<file path="src/rtl/dmem_arbiter.sv">
// dmem_arbiter: shares one data memory between the CPU load/store unit (port 0)
// and a DMA/debug loader (port 1). Ownership is granted per burst with a bounded
// beat count. Each port receives registered read data with a one-cycle valid
// pulse. Misaligned beats are flagged with err and never reach memory.
//
// Build option: define DMEM_ARB_RR_EN for round-robin tie-breaking in IDLE.
// When it is undefined, port 0 always wins a tie.
module dmem_arbiter #(
    parameter int unsigned MAX_BURST = 4
) (
    input  logic        clk,
    input  logic        rst,
    input  logic        req0,
    input  logic        req1,
    input  logic        we0,
    input  logic        we1,
    input  logic [31:0] addr0,
    input  logic [31:0] addr1,
    input  logic [31:0] wdata0,
    input  logic [31:0] wdata1,
    input  logic [1:0]  size0,
    input  logic [1:0]  size1,
    input  logic        lock0,
    input  logic        lock1,
    output logic        gnt0,
    output logic        gnt1,
    output logic        rvalid0,
    output logic        rvalid1,
    output logic [31:0] rdata0,
    output logic [31:0] rdata1,
    output logic        err0,
    output logic        err1,
    output logic        mem_we,
    output logic [29:0] mem_addr,
    output logic [31:0] mem_wdata,
    output logic [1:0]  mem_sel,
    output logic [1:0]  mem_byte_addr,
    input  logic [31:0] mem_rdata
);

    localparam logic [1:0] IDLE = 2'd0;
    localparam logic [1:0] OWN0 = 2'd1;
    localparam logic [1:0] OWN1 = 2'd2;

    localparam logic [3:0] BURST_MAX = 4'(MAX_BURST);

    logic [1:0]  state_reg, state_next;
    logic        last_reg, last_next;
    logic [3:0]  cnt_reg, cnt_next;

    // Per-port request bundles, indexed by port number.
    logic [1:0]  req, we, lock, gnt, mis;
    logic [31:0] addr  [2];
    logic [31:0] wdata [2];
    logic [1:0]  size  [2];

    logic        own;
    logic        beat;
    logic [4:0]  cnt_inc;
    logic        burst_done;
    logic        tie_pick1;

    assign req      = {req1, req0};
    assign we       = {we1, we0};
    assign lock     = {lock1, lock0};
    assign addr[0]  = addr0;
    assign addr[1]  = addr1;
    assign wdata[0] = wdata0;
    assign wdata[1] = wdata1;
    assign size[0]  = size0;
    assign size[1]  = size1;

    // Current owner index; IDLE presents port 0 on the bus with no write.
    assign own = (state_reg == OWN1);

    assign gnt[0] = (state_reg == OWN0) & req[0];
    assign gnt[1] = (state_reg == OWN1) & req[1];
    assign gnt0   = gnt[0];
    assign gnt1   = gnt[1];
    assign beat   = |gnt;

    // Memory bus mux: driven from the owner whether or not it is requesting.
    assign mem_addr      = addr[own][31:2];
    assign mem_wdata     = wdata[own];
    assign mem_sel       = size[own];
    assign mem_byte_addr = addr[own][1:0];
    assign mem_we        = beat & we[own] & ~mis[own];

    // The beat being granted now is the last one allowed in a contested burst.
    assign cnt_inc    = {1'b0, cnt_reg} + 5'd1;
    assign burst_done = beat & (cnt_inc >= {1'b0, BURST_MAX});

`ifdef DMEM_ARB_RR_EN
    // Round-robin: the port that did not own last wins a tie.
    assign tie_pick1 = ~last_reg;
`else
    // Fixed priority: port 0 wins every tie.
    assign tie_pick1 = 1'b0;
`endif

    // Next-state, burst counter and last-owner logic.
    always_comb begin
        state_next = state_reg;
        last_next  = last_reg;
        cnt_next   = cnt_reg;
        case (state_reg)
            IDLE: begin
                cnt_next = 4'd0;
                if (req[0] && req[1]) begin
                    state_next = tie_pick1 ? OWN1 : OWN0;
                end else if (req[0]) begin
                    state_next = OWN0;
                end else if (req[1]) begin
                    state_next = OWN1;
                end
            end
            OWN0, OWN1: begin
                if (beat) begin
                    cnt_next = burst_done ? BURST_MAX : cnt_inc[3:0];
                end
                if (!req[own]) begin
                    state_next = IDLE;
                    last_next  = own;
                end else if (burst_done && req[~own] && !lock[own]) begin
                    state_next = IDLE;
                    last_next  = own;
                end
            end
            default: begin
                state_next = IDLE;
                cnt_next   = 4'd0;
            end
        endcase
    end

    // Arbiter state registers.
    always_ff @(posedge clk or posedge rst) begin
        if (rst) begin
            state_reg <= IDLE;
            last_reg  <= 1'b1;
            cnt_reg   <= 4'd0;
        end else begin
            state_reg <= state_next;
            last_reg  <= last_next;
            cnt_reg   <= cnt_next;
        end
    end

    // Per-port alignment check and completion registers.
    genvar gi;
    generate
        for (gi = 0; gi < 2; gi++) begin : g_port
            logic        rvalid_reg;
            logic        err_reg;
            logic [31:0] rdata_reg;

            assign mis[gi] = ((size[gi] == 2'b00) && (addr[gi][1:0] != 2'b00)) ||
                             ((size[gi] == 2'b01) && addr[gi][0]);

            // Capture the completion of a granted beat: load data, or 0 for stores and errors.
            always_ff @(posedge clk or posedge rst) begin
                if (rst) begin
                    rvalid_reg <= 1'b0;
                    err_reg    <= 1'b0;
                    rdata_reg  <= 32'd0;
                end else begin
                    rvalid_reg <= gnt[gi];
                    err_reg    <= gnt[gi] & mis[gi];
                    if (gnt[gi]) begin
                        rdata_reg <= (we[gi] | mis[gi]) ? 32'd0 : mem_rdata;
                    end
                end
            end
        end
    endgenerate

    assign rvalid0 = g_port[0].rvalid_reg;
    assign rvalid1 = g_port[1].rvalid_reg;
    assign err0    = g_port[0].err_reg;
    assign err1    = g_port[1].err_reg;
    assign rdata0  = g_port[0].rdata_reg;
    assign rdata1  = g_port[1].rdata_reg;

endmodule

</file>
<file path="config.mk">
export PLATFORM = sky130hd
export DESIGN_NAME = dmem_arbiter
export DESIGN_NICKNAME = d
export VERILOG_FILES = /design/src/rtl/dmem_arbiter.sv
export SDC_FILE = /design/constraint.sdc
export NUM_CORES = 1
export LEC_CHECK = 0
export CAP_MARGIN = 20
export CELL_PAD_IN_SITES_DETAIL_PLACEMENT = 1
export CELL_PAD_IN_SITES_GLOBAL_PLACEMENT = 1
export CORE_ASPECT_RATIO = 0.7
export CORE_MARGIN = 1
export CORE_UTILIZATION = 23
export DETAILED_ROUTE_END_ITERATION = 6
export PLACE_DENSITY = 0.82
export SYNTH_ARGS = -nofsm -noshare
export SYNTH_HDL_FRONTEND = slang
export SYNTH_SLANG_ARGS = --single-unit
</file>
<file path="constraint.sdc">
create_clock -name clk -period 2.82 [get_ports clk]
set_clock_uncertainty 0.2 [all_clocks]
set_input_delay 0.564 -clock clk [delete_from_list [all_inputs] [get_ports clk]]
set_output_delay 0.564 -clock clk [all_outputs]
set_load 0.01 [all_outputs]
</file>
==> flow_metrics.env, run 1 <==
export IMPL_seq_power_share_pct=27.9
export IMPL_cts_tree="built"
export IMPL_cp_endpoint="mem_addr[14]"
export IMPL_finalMaxSlewViolations=0
export IMPL_cts_root_buffer="clkbuf_16"
export IMPL_drt_iter0_markers=151
export IMPL_finalHoldViolations=0
export IMPL_synth_cell_types=34
export IMPL_gr_usage_all_layers_pct=20.96
export IMPL_cts_made_buffers=9
export IMPL_finalWirelength_mm=18.52
export IMPL_holdWs_ps=281.4
export IMPL_clk_pin_slew_ps=60
export IMPL_place_hpwl_mm=14.45
export IMPL_cts_sinks=74
export IMPL_via_count=4358
export IMPL_fillCellCount=1875
export IMPL_drv_cap=0
export IMPL_r2r_setup_slack_ps=600
export IMPL_layout_common_cells="241 x clkdlybuf4s50_1, 134 x nand2_1, 74 x dfrtp_1"
export IMPL_grt_pass1_wl_mm=28.12
export IMPL_yosys_warnings=0
export IMPL_yosysSeqAreaShare_pct=47.00
export IMPL_worst_slew_margin_rel_pct=58.62
export IMPL_drive_above_1_share_pct=16.80
export IMPL_htreeDepth=3
export IMPL_cp_start_kind="register"
export IMPL_final_cell_area_um2=7737
export IMPL_worst_path_largest_cell_delay_ps=410
export IMPL_switchingPower_uw=2339
export IMPL_tightest_slew_ps=620.0
export IMPL_initial_core_util_pct=23.82
export IMPL_row_count=39
export IMPL_grt_remaining_overflow=0
export IMPL_p_per_area_nw_per_um2=850.8
export IMPL_crit_chain="inv_2 -> ha_4 -> buf_4 -> buf_12 -> mux2_2 -> dlygate4sd2_1"
export IMPL_synthToLayoutAreaGrowth_pct=96.38
export IMPL_antenna_found_initial=1
export IMPL_diodes=0
export IMPL_cp_slowest_cell="dfrtp_1"
export IMPL_rr_endpoint="state_reg[0]$_DFFE_PP0P_"
export IMPL_swShare_pct=35.53
export IMPL_antenna_left=0
export IMPL_min_from="rdata0[21]$_DFFE_PP0P_"
export IMPL_synth_top_area_share_pct=47.00
export IMPL_dieWidth_um=158.4
export IMPL_finalCriticalPeriod_ps=2770
export IMPL_place_area_um2=7358
export IMPL_ff2ff_path_depth=7
export IMPL_synth_top_area_cell="dfrtp_1"
export IMPL_fp_dieArea_um2=17670
export IMPL_crit_path_end_kind="output port"
export IMPL_syn_area_um2=3940
export IMPL_leakage_uw=0.003255
export IMPL_power_frac_comb_pct=54.4
export IMPL_layout_nets=922
export IMPL_post_place_ws_ps=-181.0
export IMPL_status="finished, final reports clean"
export IMPL_crit_path_max_fanout=13
export IMPL_cts_hold_buf=0
export IMPL_worstSetupStartpoint="state_reg[0]$_DFFE_PP0P_"
export IMPL_syn_nets=600
export IMPL_crit_required_ps=2060
export IMPL_power_frac_clock_pct=17.8
export IMPL_clock_fmax_mhz=361.0
export IMPL_ir_worst_vdd_uv=409.6
export IMPL_arrival_ps=2010
export IMPL_avgSynthCellArea_um2=9.314
export IMPL_first_global_vias=4934
export IMPL_drt_first_pass_iters=4
export IMPL_grt_max_degree=41
export IMPL_wire_per_inst_um=18.99
export IMPL_min_path_type="register to register"
export IMPL_drc=0
export IMPL_ioPinCount=309
export IMPL_port_buffers=308
export IMPL_clock_latency_ps=320
export IMPL_detail_route_vias_per_cell=4.470
export IMPL_gp_congestion=0.8751
export IMPL_die_h_um=111.5
export IMPL_synth_area_leaders="dfrtp_1 47%, mux2_2 19%, nand2_1 13%"
export IMPL_fin_crit_sh_pct=98.22
export IMPL_crit_type="register to output port"
export IMPL_setup_ws_ps=50.17
export IMPL_clock_path_buffers=2
export IMPL_final_core_util_pct=46.77
export IMPL_netlist_instances=423
export IMPL_synth_seq_cells=74
export IMPL_layout_commonest_cell="clkdlybuf4s50_1"
export IMPL_r2r_start="state_reg[1]$_DFFE_PP0P_"
export IMPL_internal_power_uw=4244
export IMPL_coreArea_um2=16540
export IMPL_setup_viol=0
-- per-layer routing --
metal	GRT usage [%]	wire length (µm)	part of all wire, %
met1	25.99	7948	43
met2	36.40	9129	49
met3	5.800	1268	6.8
met4	3.654	154	0.83
met5	0	13	0.070
-- how the worst min path moves through the flow --
| stage | cells past startpoint | end | slack (ps) |
|---|---|---|---|
| 2_1_floorplan | 2 | rdata1[17]$_DFFE_PP0P_ | 310 |
| 6_report | 2 | rdata0[21]$_DFFE_PP0P_ | 280 |
| 3_3_place_gp | 2 | rdata0[3]$_DFFE_PP0P_ | 260 |
| 5_1_grt | 2 | rdata0[3]$_DFFE_PP0P_ | 310 |
| 3_5_place_dp | 2 | rdata0[14]$_DFFE_PP0P_ | 270 |
| 4_1_cts | 2 | rdata0[14]$_DFFE_PP0P_ | 290 |
-- power by group through the flow --
stage                     Clock, µW  Combinational [µW]  Sequential [µW]
final                          1170                3580             1830
after detailed placement          0                3600             1860
after CTS                      1210                3600             1850
after floorplan                   0                1250             2030
after global placement            0                3500             1830
after global routing           1250                3850             1910
-- final cells by class --
type | count | area [µm²] | share of cell area (%)
Sequential cell | 74 | 1852 | 23.93
Timing Repair Buffer | 339 | 3341 | 43.18
Inverter | 9 | 35.03 | 0.4528
Tap cell | 225 | 281.5 | 3.638
Clock inverter | 5 | 61.31 | 0.7924
Multi-Input combinational cell | 312 | 1924 | 24.87
Clock buffer | 11 | 242.7 | 3.137
-- critical path, delay by kind of cell, from the launching register on --
family	cells	cell delay [ps]
buffers and inverters	4	660
DFF	1	410
adders and majority gates	1	220
muxes	1	380
-- through the flow --
step	cells	power, µW	setup TNS (ps)
after global routing	975	7012	-32.80
after detailed placement	946	5461	-181.0
after CTS	972	6655	-229.8
after global placement	946	5325	-164.3
final	975	6583	0
after floorplan	423	3287	0
-- timing repair --
action,CTS,global route
pin swaps,0,0
hold endpoints to repair,0,0
setup buffers,9,3
setup endpoints to repair,66,18
gates resized for setup,82,6
gates cloned,1,0
-- logic make-up (layout without fill, tap and decap cells) --
kind of cell / Yosys count / in the layout / share of synthesized area [%]
muxes: 67 / 67 / 19.12
AOI/OAI and AO/OA: 84 / 84 / 11.85
and+or+nand+nor: 156 / 156 / 15.91
DFF: 74 / 74 / 47.00
adders and majority gates: 5 / 5 / 1.588
buffers and inverters: 37 / 364 / 4.541
-- cell usage after synthesis --
cell type and n:
nand2_1 134, dfrtp_1 74, mux2_2 66, o21ai_0 59, clkbuf_1 12, buf_2 8
buf_4 8, inv_1 8, a21oi_1 7, o21ai_1 7, nor2_1 6, ha_1 5
nand3_1 5, nand2b_1 2, nor2b_1 2, o21bai_1 2, a21oi_2 1, a22oi_4 1
a2bb2oi_1 1, a32oi_1 1, and2_1 1, and3_1 1, inv_2 1, mux2i_1 1
nand2_2 1, nor3_1 1, nor4bb_1 1, o211ai_1 1, o221ai_1 1, o22a_1 1
o22ai_1 1, o31ai_1 1, or4_1 1, or4b_1 1
(Power assumes the default switching activity.)
==> run 2, diff against run 1 <==
--- a/config.mk
+++ b/config.mk
@@ -11,6 +11,7 @@
 export CORE_ASPECT_RATIO = 0.7
 export CORE_MARGIN = 1
 export CORE_UTILIZATION = 23
+export CTS_BUF_LIST = sky130_fd_sc_hd__clkbuf_2 sky130_fd_sc_hd__clkbuf_4 sky130_fd_sc_hd__clkbuf_8
 export DETAILED_ROUTE_END_ITERATION = 6
 export PLACE_DENSITY = 0.82
 export SYNTH_ARGS = -nofsm -noshare
==> run 2 against run 1 <==
Net effect: global-route usage rose by 0.28 points; clock power is 25% lower; highest routed layer unchanged; largest cell class unchanged; via count rose by 1.0%; design area decreased by 1.0%; worst setup slack better by 22 ps; sequential power is essentially flat; count of clock-buffer cells in the layout unchanged; sequential share of layout area rose by 0.26 points; non-clock buffer count shrank 1; utilization decreased by 0.47 points; die area unchanged.
==> flow_metrics.env, run 2 (synthesis gave the netlist of run 1 again) <==
export IMPL_crit_path_end_kind="output port"
export IMPL_synthToLayoutAreaGrowth_pct=94.41
export IMPL_finalWirelength_mm=18.73
export IMPL_cp_slowest_cell="dfrtp_1"
export IMPL_worst_slew_margin_rel_pct=56.96
export IMPL_grt_max_degree=41
export IMPL_crit_type="register to output port"
export IMPL_cts_hold_buf=0
export IMPL_leakage_uw=0.003222
export IMPL_grt_remaining_overflow=0
export IMPL_place_hpwl_mm=14.45
export IMPL_clock_fmax_mhz=364.0
export IMPL_coreArea_um2=16540
export IMPL_switchingPower_uw=2326
export IMPL_drt_iter0_markers=160
export IMPL_cts_root_buffer="clkbuf_8"
export IMPL_layout_common_cells="242 x clkdlybuf4s50_1, 134 x nand2_1, 73 x dfrtp_1"
export IMPL_fillCellCount=1863
export IMPL_first_global_vias=4932
export IMPL_gp_congestion=0.8751
export IMPL_tightest_slew_ps=644.9
export IMPL_dieWidth_um=158.4
export IMPL_initial_core_util_pct=23.82
export IMPL_layout_nets=921
export IMPL_seq_area_um2=1853
export IMPL_ir_worst_vdd_uv=458.3
export IMPL_cts_tree="built"
export IMPL_power_frac_comb_pct=57.3
export IMPL_fp_dieArea_um2=17670
export IMPL_detail_route_vias_per_cell=4.521
export IMPL_internal_power_uw=4007
export IMPL_cts_made_buffers=9
export IMPL_clock_path_buffers=2
export IMPL_place_area_um2=7358
export IMPL_rsz0062_at_grt="yes"
export IMPL_layout_commonest_cell="clkdlybuf4s50_1"
export IMPL_port_buffers=308
export IMPL_row_count=39
export IMPL_p_total_uw=6332
export IMPL_power_frac_clock_pct=13.8
export IMPL_crit_chain="inv_2 -> ha_4 -> buf_4 -> buf_12 -> buf_16 -> mux2_2 -> dlygate4sd2_1"
export IMPL_finalCriticalPeriod_ps=2747
export IMPL_seq_power_share_pct=28.9
export IMPL_multi_input_area_um2=1924
export IMPL_crit_path_max_fanout=13
export IMPL_wire_per_inst_um=19.23
export IMPL_drv_cap=0
export IMPL_drc=0
export IMPL_crit_required_ps=2060
export IMPL_clock_latency_ps=340
export IMPL_antenna_left=0
export IMPL_min_path_type="register to register"
export IMPL_cts_sinks=74
export IMPL_drive_above_1_share_pct=16.15
export IMPL_status="finished, final reports clean"
export IMPL_via_count=4403
export IMPL_grt_pass1_wl_mm=28.40
export IMPL_drt_first_pass_iters=4
export IMPL_diodes=0
export IMPL_finalHoldViolations=0
export IMPL_gr_usage_all_layers_pct=21.24
export IMPL_cp_start_kind="register"
export IMPL_p_per_area_nw_per_um2=826.7
export IMPL_worst_path_largest_cell_delay_ps=400
export IMPL_setup_viol=0
export IMPL_antenna_found_initial=1
export IMPL_final_cell_area_um2=7660
export IMPL_clk_pin_slew_ps=80
export IMPL_die_h_um=111.5
export IMPL_finalMaxSlewViolations=0
export IMPL_ioPinCount=309
export IMPL_htreeDepth=3
export IMPL_arrival_ps=1980
export IMPL_swShare_pct=36.73
export IMPL_fin_crit_sh_pct=97.43
[run 2: metrics by stage]
step	std cells	setup WS, ps	utilization (%)	hold WS, ps	TNS (ps)
after floorplan	423	174.4	-	313.4	0
after global placement	946	-164.3	44.48	261.8	-164.3
after global routing	974	-16.19	46.31	316.8	-52.19
after CTS	972	20.12	46.06	290.6	0
after detailed placement	946	-181.0	44.48	274.1	-181.0
final	974	72.53	46.31	285.3	0
[run 2: worst max-delay path: cells and delay by family, from the launching register on]
family                     cells  cell delay [ps]
buffers and inverters          5              720
DFF                            1              400
muxes                          1              330
adders and majority gates      1              180
[run 2: final timing paths]
check,start,end,slack [ps],cells past startpoint
min in group asynchronous,rst,rdata0[0]$_DFFE_PP0P_,410,2
max in group asynchronous,rst,rdata0[15]$_DFFE_PP0P_,1350,3
setup reg to reg,state_reg[1]$_DFFE_PP0P_,state_reg[0]$_DFFE_PP0P_,500,8
hold / removal,rdata0[27]$_DFFE_PP0P_,rdata0[27]$_DFFE_PP0P_,290,2
hold reg to reg,rdata0[27]$_DFFE_PP0P_,rdata0[27]$_DFFE_PP0P_,290,2
setup / recovery,state_reg[0]$_DFFE_PP0P_,mem_wdata[12],70,7
[run 2: final cells by class]
class	count	share of cell area [%]
clock buffer	11	1.895
clock inverter	5	0.8004
inverter	9	0.4574
multi-input combinational	312	25.12
sequential	74	24.19
tap	225	3.675
timing repair buffer	338	43.86
[run 2: power by group through the flow]
stage | clock network [µW] | logic, µW | registers (µW)
2_1_floorplan | 0 | 1250 | 2030
3_3_place_gp | 0 | 3500 | 1830
3_5_place_dp | 0 | 3600 | 1860
4_1_cts | 907 | 3630 | 1840
5_1_grt | 952 | 3900 | 1900
6_report | 873 | 3630 | 1830
[run 2: what timing repair did]
| item | 4_1_cts | 5_1_grt |
|---|---|---|
| cloned | 2 | 0 |
| resized for setup | 68 | 16 |
| setup endpoints to repair | 69 | 21 |
| setup buffers | 8 | 2 |
[run 2: metal layers]
metal  up-vias  part of all wire (%)  GRT usage, %
li1       2063                     -             -
met1      2155                    43         25.97
met3        20                   7.1         6.384
met5         -                 0.069             0
met4         2                   1.0         3.846
met2       163                    49         36.87
